==> src/rtl/shift_cmd_seq_if.sv <==
// Bundles the shift sequencer's command, shifter-drive and response signals.
// The master side is the environment (command source plus shifter); the slave side is the sequencer.
interface shift_cmd_seq_if;
  logic       cmd_valid;
  logic       cmd_ready;
  logic [2:0] cmd_op;
  logic [2:0] cmd_amt;
  logic [7:0] cmd_data;
  logic [2:0] op;
  logic [1:0] shamt;
  logic [7:0] d_in;
  logic [7:0] d_out;
  logic       rsp_valid;
  logic [7:0] rsp_data;
  logic       rsp_err;

  modport master (
    output cmd_valid, cmd_op, cmd_amt, cmd_data, d_out,
    input  cmd_ready, op, shamt, d_in, rsp_valid, rsp_data, rsp_err
  );

  modport slave (
    input  cmd_valid, cmd_op, cmd_amt, cmd_data, d_out,
    output cmd_ready, op, shamt, d_in, rsp_valid, rsp_data, rsp_err
  );
endinterface

==> src/rtl/shift_cmd_seq.sv <==
// Command sequencer for the 8-bit loadable shifter: queues commands, splits
// long shifts into steps of at most 3 and reports each result.
module shift_cmd_seq #(
  parameter int DEPTH = 4
) (
  input  logic           clk,
  input  logic           reset_n,
  shift_cmd_seq_if.slave bus,
  output logic           busy
);

  localparam int          AW      = (DEPTH > 1) ? $clog2(DEPTH) : 1;
  localparam logic [AW:0] FULL    = (AW + 1)'(DEPTH);
  localparam logic [2:0]  OP_NOP  = 3'd0;
  localparam logic [2:0]  OP_LOAD = 3'd1;
  localparam logic [2:0]  OP_LSL  = 3'd2;
  localparam logic [2:0]  OP_LSR  = 3'd3;
  localparam logic [2:0]  OP_ASR  = 3'd4;
  localparam logic [1:0]  IDLE    = 2'd0;
  localparam logic [1:0]  ISSUE   = 2'd1;
  localparam logic [1:0]  DONE    = 2'd2;

  logic [13:0]   mem [DEPTH];
  logic [AW-1:0] wr_ptr;
  logic [AW-1:0] rd_ptr;
  logic [AW:0]   count;
  logic          push;
  logic          pop;

  logic [1:0]    state;
  logic [2:0]    wop;
  logic [2:0]    wrem;
  logic [7:0]    wdata;
  logic          werr;

  logic [2:0]    head_op;
  logic [2:0]    head_amt;
  logic [7:0]    head_data;
  logic          head_bad;
  logic          head_shift;
  logic          is_shift;
  logic [1:0]    step;
  logic [2:0]    rem_next;

  assign bus.cmd_ready = (count != FULL);
  assign push          = bus.cmd_valid & bus.cmd_ready;
  assign pop           = ((state == IDLE) || (state == DONE)) && (count != '0);

  assign {head_op, head_amt, head_data} = mem[rd_ptr];
  assign head_bad   = (head_op > OP_ASR);
  assign head_shift = (head_op == OP_LSL) || (head_op == OP_LSR) || (head_op == OP_ASR);

  assign is_shift = (wop == OP_LSL) || (wop == OP_LSR) || (wop == OP_ASR);
  assign step     = !is_shift ? 2'd0 : ((wrem > 3'd3) ? 2'd3 : wrem[1:0]);
  assign rem_next = wrem - {1'b0, step};

  always_ff @(posedge clk) begin
    if (push) begin
      mem[wr_ptr] <= {bus.cmd_op, bus.cmd_amt, bus.cmd_data};
    end
  end

  always_ff @(posedge clk or negedge reset_n) begin
    if (!reset_n) begin
      wr_ptr <= '0;
      rd_ptr <= '0;
      count  <= '0;
    end else begin
      if (push) begin
        wr_ptr <= wr_ptr + 1'b1;
      end
      if (pop) begin
        rd_ptr <= rd_ptr + 1'b1;
      end
      case ({push, pop})
        2'b10:   count <= count + 1'b1;
        2'b01:   count <= count - 1'b1;
        default: count <= count;
      endcase
    end
  end

  // Non-shift commands get a zero remaining count so they finish after one ISSUE cycle.
  always_ff @(posedge clk or negedge reset_n) begin
    if (!reset_n) begin
      state <= IDLE;
      wop   <= OP_NOP;
      wrem  <= 3'd0;
      wdata <= 8'h00;
      werr  <= 1'b0;
    end else begin
      case (state)
        IDLE, DONE: begin
          if (pop) begin
            wop   <= head_bad ? OP_NOP : head_op;
            wrem  <= head_shift ? head_amt : 3'd0;
            wdata <= head_data;
            werr  <= head_bad;
            state <= ISSUE;
          end else begin
            state <= IDLE;
          end
        end
        ISSUE: begin
          wrem <= rem_next;
          if (rem_next == 3'd0) begin
            state <= DONE;
          end
        end
        default: state <= IDLE;
      endcase
    end
  end

  always_comb begin
    bus.op    = OP_NOP;
    bus.shamt = 2'd0;
    bus.d_in  = 8'h00;
    if (state == ISSUE) begin
      bus.op    = wop;
      bus.shamt = step;
      if (wop == OP_LOAD) begin
        bus.d_in = wdata;
      end
    end
  end

  assign bus.rsp_valid = (state == DONE);
  assign bus.rsp_data  = bus.d_out;
  assign bus.rsp_err   = (state == DONE) & werr;
  assign busy          = (state != IDLE) || (count != '0);

endmodule
==> src/flat_wrapper.sv <==
// flat-port wrapper written by rule: the top's interface ports become plain ports
module shift_cmd_seq_flat 
#(
  parameter int DEPTH = 4
)
  (clk, reset_n, busy, bus_cmd_valid, bus_cmd_op, bus_cmd_amt, bus_cmd_data, bus_d_out, bus_cmd_ready, bus_op, bus_shamt, bus_d_in, bus_rsp_valid, bus_rsp_data, bus_rsp_err);
  shift_cmd_seq_if bus_i ();
  input  logic clk;
  input  logic reset_n;
  output logic busy;
  input wire logic [$bits(bus_i.cmd_valid)-1:0] bus_cmd_valid;
  input wire logic [$bits(bus_i.cmd_op)-1:0] bus_cmd_op;
  input wire logic [$bits(bus_i.cmd_amt)-1:0] bus_cmd_amt;
  input wire logic [$bits(bus_i.cmd_data)-1:0] bus_cmd_data;
  input wire logic [$bits(bus_i.d_out)-1:0] bus_d_out;
  output wire logic [$bits(bus_i.cmd_ready)-1:0] bus_cmd_ready;
  output wire logic [$bits(bus_i.op)-1:0] bus_op;
  output wire logic [$bits(bus_i.shamt)-1:0] bus_shamt;
  output wire logic [$bits(bus_i.d_in)-1:0] bus_d_in;
  output wire logic [$bits(bus_i.rsp_valid)-1:0] bus_rsp_valid;
  output wire logic [$bits(bus_i.rsp_data)-1:0] bus_rsp_data;
  output wire logic [$bits(bus_i.rsp_err)-1:0] bus_rsp_err;
  assign bus_i.cmd_valid = bus_cmd_valid;
  assign bus_i.cmd_op = bus_cmd_op;
  assign bus_i.cmd_amt = bus_cmd_amt;
  assign bus_i.cmd_data = bus_cmd_data;
  assign bus_i.d_out = bus_d_out;
  assign bus_cmd_ready = bus_i.cmd_ready;
  assign bus_op = bus_i.op;
  assign bus_shamt = bus_i.shamt;
  assign bus_d_in = bus_i.d_in;
  assign bus_rsp_valid = bus_i.rsp_valid;
  assign bus_rsp_data = bus_i.rsp_data;
  assign bus_rsp_err = bus_i.rsp_err;
  shift_cmd_seq #(.DEPTH(DEPTH)) u_core (.clk(clk), .reset_n(reset_n), .bus(bus_i), .busy(busy));
endmodule
==> config.mk <==
export PLATFORM = sky130hd
export DESIGN_NAME = shift_cmd_seq_flat
export DESIGN_NICKNAME = d
export VERILOG_FILES = /design/src/rtl/shift_cmd_seq_if.sv /design/src/rtl/shift_cmd_seq.sv /design/src/flat_wrapper.sv
export SDC_FILE = /design/constraint.sdc
export NUM_CORES = 1
export LEC_CHECK = 0
export BUFFER_PORTS_ARGS = -buffer_cell sky130_fd_sc_hd__buf_2
export CAP_MARGIN = 20
export CORE_UTILIZATION = 35
export DETAILED_ROUTE_END_ITERATION = 10
export HOLD_SLACK_MARGIN = 0.15
export PLACE_DENSITY_LB_ADDON = 0.2
export SYNTH_ARGS = -nofsm -noshare
export SYNTH_HDL_FRONTEND = slang
export SYNTH_SLANG_ARGS = --single-unit
==> constraint.sdc <==
create_clock -name clk -period 3.1 [get_ports clk]
set_input_delay 0.62 -clock clk [delete_from_list [all_inputs] [get_ports clk]]
set_output_delay 0.62 -clock clk [all_outputs]
set_load 0.05 [all_outputs]
==> flow_metrics.tcl, run 1 <==
set metrics [dict create \
    status "complete, no violations" \
    syn-cell-area_um2 3390 \
    synth_common_cells "edfxtp_1, nand2_1, dfrtp_1" \
    yosysSeqAreaShare 0.674 \
    p_per_area_nw_per_um2 975 \
    vias_per_cell 4.42 \
    die_y_um 100 \
    drc 0 \
    gp_congestion 0.657 \
    cts_htree_levels 3 \
    power.leakage_nw 1.52 \
    totalWireLength_um 5430 \
    syn_to_final_growth_pct 13.7 \
    worstPathMaxFanout 13 \
    grt_max_degree 25 \
    max_freq_ghz 0.399 \
    place_ws_ps 931 \
    synthArstFlopShare 0.300 \
    fin_crit_sh 0.809 \
    synthTopCellsByArea "edfxtp_1, dfrtp_1, mux4_2, nand2_1, ha_1" \
    yosysWarnings 0 \
    first_iter_violations 75 \
    die_w_um 100 \
    worstMarginPinSlew_ps 781 \
    clk_path_buf_depth 2 \
    yosysMostFrequentCell "edfxtp_1" \
    dr.pass1.iters 4 \
    dp_cells 374 \
    holdBufCountCts 0 \
    worstPathArrival_ps 1890 \
    die_area_um2 10100 \
    routedWlPerCell_um 13.9 \
    grt_pass1_vias 1717 \
    antenna_found_initial 0 \
    cp_top_family "simple AND/OR/NAND/NOR gates" \
    yosys.cell_types.count 34 \
    via_count 1723 \
    root_buffer "clkbuf_8" \
    synth_edf_count 56 \
    synth_area_leader_cell "edfxtp_1" \
    crit_buf_inv 2 \
    crit_chain "nand2b_1, nor4_1, buf_4, and2_1, buf_2" \
    netlist.area_leader.share 0.496 \
    finalPower_mw 3.76 \
    maxCapViolCount 0 \
    syn_inst 224 \
    dp_hpwl_um 3690 \
    cts_tree "yes" \
    hold_path.class "in -> async" \
    rsz0062_at_grt "no" \
    slowest_delay_ps 390 \
    dpl_cell_area_um2 3640 \
    path_clk_slew_ps 90 \
    start_util 0.363 \
    final_core_util 0.413 \
    final_area_um2 3850 \
    synthesis.nets 257 \
    finalSetupViolCount 0 \
    overflow 0 \
    grt_pass1_wl_um 8920 \
    tns_ps 0 \
    final_cell_count_no_fill 390 \
    cts_made_buffers 9 \
    end_kind "output pin" \
    grt_use_total 0.121 \
    yosys_register_bits 80 \
    worst_slack_ps 593 \
    clock_latency_ps 350 \
    ir_drop_uv 226 \
    cts.sink_count 80 \
    final_nets 289 \
    portBuffers 33 \
    yosys_most_used_dff "edfxtp_1" \
    crit_slowest_cell "dfrtp_1" \
    relSlewSlack 0.480 \
    pin_count 50 \
    maxSlewViolCount 0 \
    startpoint_type "flip-flop" \
    post-cts-setup-buffer-count 0 \
    n_antenna_cell 0 \
    finClkSkew_ps 8.29 \
    path_class "reg -> out" \
    critPathRequiredTime_ps 2480 \
    core_um2 9330 \
    rows 35 \
    finalHoldViolCount 0 \
    period_needed_ps 2510 \
    drive_above_1_share 0.261 \
    ant_nets 0 \
    hold_ws_ps 243 \
    syn_avg_cell_area_um2 15.1 \
    post_cts_resized 0 \
]
## metal layers
metal,vias up,global-route usage,share of wire
li1,855,-,-
met5,-,0,0
met1,822,0.165,0.49
met3,9,0.0272,0.031
met4,0,0.0635,0.019
met2,37,0.182,0.46
## cells by family (layout without fill, tap and decap cells)
group	count (synthesis)	count (layout)	share of synthesized area
muxes	15	15	0.0986
adders and majority gates	8	8	0.0340
and+or+nand+nor	66	66	0.0979
xor gates and xnor gates	8	8	0.0207
buffers and inverters	30	67	0.0450
AOI/OAI and AO/OA	17	17	0.0303
DFF	80	80	0.674
## worst paths after layout
check | start | to | slack, ps | cells past startpoint
worst max register to register | u_core.count[0]$_DFFE_PN0P_ | u_core.count[2]$_DFFE_PN0P_ | 950 | 9
worst min register to register | u_core.wdata[0]$_DFFE_PN0P_ | u_core.wdata[0]$_DFFE_PN0P_ | 480 | 2
worst max-delay path | u_core.state[1]$_DFFE_PN0P_ | bus_d_in[6] | 590 | 5
min in group clk | u_core.wdata[0]$_DFFE_PN0P_ | u_core.wdata[0]$_DFFE_PN0P_ | 480 | 2
worst min-delay path | reset_n | u_core.wr_ptr[0]$_DFFE_PN0P_ | 240 | 1
max in group asynchronous | reset_n | u_core.wop[2]$_DFFE_PN0P_ | 2490 | 1
## area by class of cell
cell class / count / area [µm²]
fill: 868 / 5470
sequential: 80 / 2280
multi-input combinational: 114 / 953
timing repair buffer: 36 / 188
tap: 129 / 161
clock buffer: 9 / 124
clock inverter: 7 / 88.8
inverter: 15 / 56.3
## sequential cells by signal, summed over array words and instances (netlist names)
register and flops:
u_core.wop 3, u_core.werr 1, u_core.rd_ptr 2, u_core.wr_ptr 2, u_core.count 3, u_core.wdata 8, u_core.mem 56, u_core.state 2
u_core.wrem 3
## cell usage in the layout (no fill, tap or decap)
cell type / count
edfxtp_1: 56
buf_2: 33
nand2_1: 30
dfrtp_1: 24
inv_1: 14
mux4_2: 12
and2_1: 10
clkbuf_8: 9
o21ai_1: 8
nor2_1: 8
xnor2_1: 6
ha_1: 6
nor2b_1: 5
and3_1: 5
buf_4: 3
o21a_1: 2
o21ai_2: 2
a31oi_1: 2
mux4_1: 2
o21ai_0: 2
xor2_1: 2
fa_1: 2
clkinv_4: 2
inv_6: 2
nand2b_1: 1
nor4_1: 1
or3b_1: 1
nand3_1: 1
nor3_1: 1
or2_1: 1
inv_2: 1
nand3b_1: 1
nor3b_4: 1
mux2_1: 1
o211ai_1: 1
clkinv_8: 1
clkinvlp_4: 1
bufinv_16: 1
## where the power goes
part,switching [mW],internal [mW],leakage [nW],total (mW)
clock network,0.403,0.387,0.103,0.790
logic,0.768,0.546,0.609,1.31
registers,0.188,1.47,0.809,1.65
(Power assumes the default switching activity.)
==> run 2, diff against run 1 <==
Clock period 3.1 ns to 2.6 ns, I/O delays scaled along.
==> run 2 against run 1 <==
  * Die area unchanged
  * Design area up 1.1%
  * Global-route usage up 0.34 points
  * Flip-flop and latch count unchanged
  * Highest routed layer unchanged
==> flow_metrics.tcl, run 2 (synthesized netlist as in run 1, its figures left out) <==
set metrics [dict create \
    die_w_um 100 \
    rows 35 \
    end_kind "output pin" \
    drc 0 \
    r2r_end "u_core.count[2]$_DFFE_PN0P_" \
    syn_to_final_growth_pct 15.0 \
    portBuffers 33 \
    drive_above_1_share 0.281 \
    startpoint "u_core.wop[1]$_DFFE_PN0P_" \
    worstPathArrival_ps 1810 \
    p_sw_mw 1.65 \
    path_class "reg -> out" \
    fin_crit_sh 0.897 \
    routedWlPerCell_um 13.9 \
    status "complete, no violations" \
    maxSlewViolCount 0 \
    totalWireLength_um 5550 \
    p_int_mw 2.83 \
    power.leakage_nw 1.55 \
    largest_reg_flops 56 \
    antenna_found_initial 0 \
    rsz0062_at_grt "no" \
    comb_power_share 0.377 \
    ir_drop_uv 307 \
    power_switching_share 0.369 \
    maxCapViolCount 0 \
    cts_tree "yes" \
    clock_power_share 0.191 \
    via_count 1763 \
    grt_pass1_wl_um 9110 \
    fillers 869 \
    worstMarginPinSlew_ps 535 \
    r2r_cells 10 \
    vias_per_cell 4.42 \
    critPathCapture "bus_shamt[1]" \
    critPathRequiredTime_ps 2080 \
    post-cts-setup-buffer-count 0 \
    root_buffer "clkbuf_8" \
    dr.pass1.iters 4 \
    grt_pass1_vias 1746 \
    pin_count 50 \
    n_antenna_cell 0 \
    r2r-start "u_core.count[0]$_DFFE_PN0P_" \
    reg2reg_setup_slack_ps 510 \
    clock_latency_ps 350 \
    startpoint_type "flip-flop" \
    finClkSkew_ps 8.90 \
    first_iter_violations 81 \
    p_per_area_nw_per_um2 1150 \
    p_seq_frac 0.432 \
    max_freq_ghz 0.429 \
    die_area_um2 10100 \
    path_clk_slew_ps 90 \
    regMostFlops "u_core.mem" \
    relSlewSlack 0.643 \
    hold_path.class "in -> reg" \
    final_common_cell "edfxtp_1" \
    die_y_um 100 \
    dp_hpwl_um 3790 \
    period_needed_ps 2330 \
    post_cts_resized 0 \
    overflow 0 \
    finalHoldViolCount 0 \
    grt_max_degree 25 \
    layout_common_cells "edfxtp_1, buf_2, nand2_1, dfrtp_1, inv_1" \
    cts.sink_count 80 \
    worstPathMaxFanout 3 \
    cts_made_buffers 9 \
    grt_use_total 0.124 \
    core_um2 9330 \
    final_nets 298 \
    tns_ps 0 \
    cts_htree_levels 3 \
    ant_nets 0 \
    start_util 0.363 \
    clk_path_buf_depth 2 \
    finalPower_mw 4.48 \
    finalSetupViolCount 0 \
    top_regs "u_core.mem (56), u_core.wdata (8)" \
    gp_congestion 0.677 \
]
==> run 2: changes by cell type in the layout (fill, tap and decap cells not counted), sizes merged <==
cell | before | now
buf | 36 | 44
bufinv | 1 | 0
clkinv | 3 | 1
clkinvlp | 1 | 2
dlygate4sd3 | 0 | 1
inv | 17 | 19
==> run 2: per-layer routing <==
metal / vias up / wire [µm] / GRT usage / part of all wire
met2: 39 / 2550 / 0.182 / 0.46
li1: 867 / - / - / -
met5: - / 0 / 0 / 0
met4: 0 / 91 / 0.0792 / 0.016
met3: 7 / 193 / 0.0258 / 0.035
met1: 850 / 2710 / 0.170 / 0.49
==> run 2: worst min-delay path by stage <==
stage,slack [ps],end,depth (start not counted),from
floorplan,220,u_core.count[0]$_DFFE_PN0P_,0,reset_n
global placement,450,u_core.wdata[0]$_DFFE_PN0P_,2,u_core.wdata[0]$_DFFE_PN0P_
detailed placement,460,u_core.wdata[5]$_DFFE_PN0P_,2,u_core.wdata[5]$_DFFE_PN0P_
CTS,350,u_core.mem[1][0]$_DFFE_PP_,1,bus_cmd_data[0]
global route,350,u_core.mem[1][0]$_DFFE_PP_,1,bus_cmd_data[0]
finish,370,u_core.mem[1][0]$_DFFE_PP_,1,bus_cmd_data[0]
==> run 2: layout make-up <==
type / count / area (µm²) / area share
clock buffer: 9 / 124 / 0.0318
clock inverter: 7 / 61.3 / 0.0157
inverter: 15 / 56.3 / 0.0145
multi-input combinational: 114 / 953 / 0.245
sequential: 80 / 2280 / 0.586
tap: 129 / 161 / 0.0414
timing repair buffer: 45 / 258 / 0.0662
==> run 2: power by group through the flow <==
stage          Sequential, mW  Clock, mW  Combinational (mW)
2_1_floorplan            1.88          0                1.37
3_3_place_gp             1.96          0                1.70
3_5_place_dp             1.97          0                1.72
4_1_cts                  1.94      0.884                1.72
5_1_grt                  1.99      0.934                1.89
6_report                 1.93      0.854                1.69
==> run 2: per-stage QoR <==
| stage | utilization | cells | instance area [µm²] | setup slack, ps | hold slack [ps] |
|---|---|---|---|---|---|
| 2_1_floorplan | - | 224 | 3390 | 175 | 224 |
| 3_3_place_gp | 0.397 | 382 | 3700 | 594 | 454 |
| 3_5_place_dp | 0.397 | 382 | 3700 | 523 | 458 |
| 4_1_cts | 0.418 | 399 | 3900 | 243 | 354 |
| 5_1_grt | 0.418 | 399 | 3900 | 134 | 354 |
| 6_report | 0.418 | 399 | 3900 | 267 | 371 |
==> run 2: repair_timing <==
item,in CTS,in global routing
endpoints found under the setup margin,0,0
hold buffers,1,0
hold endpoints to repair,24,0
==> run 2: critical path, cell delays in order (launching register included) <==
cell     delay (ps)
dfrtp_1         400
or3b_1          370
o21ai_1         130
o21a_1          180
nor2b_1         120
buf_2           260
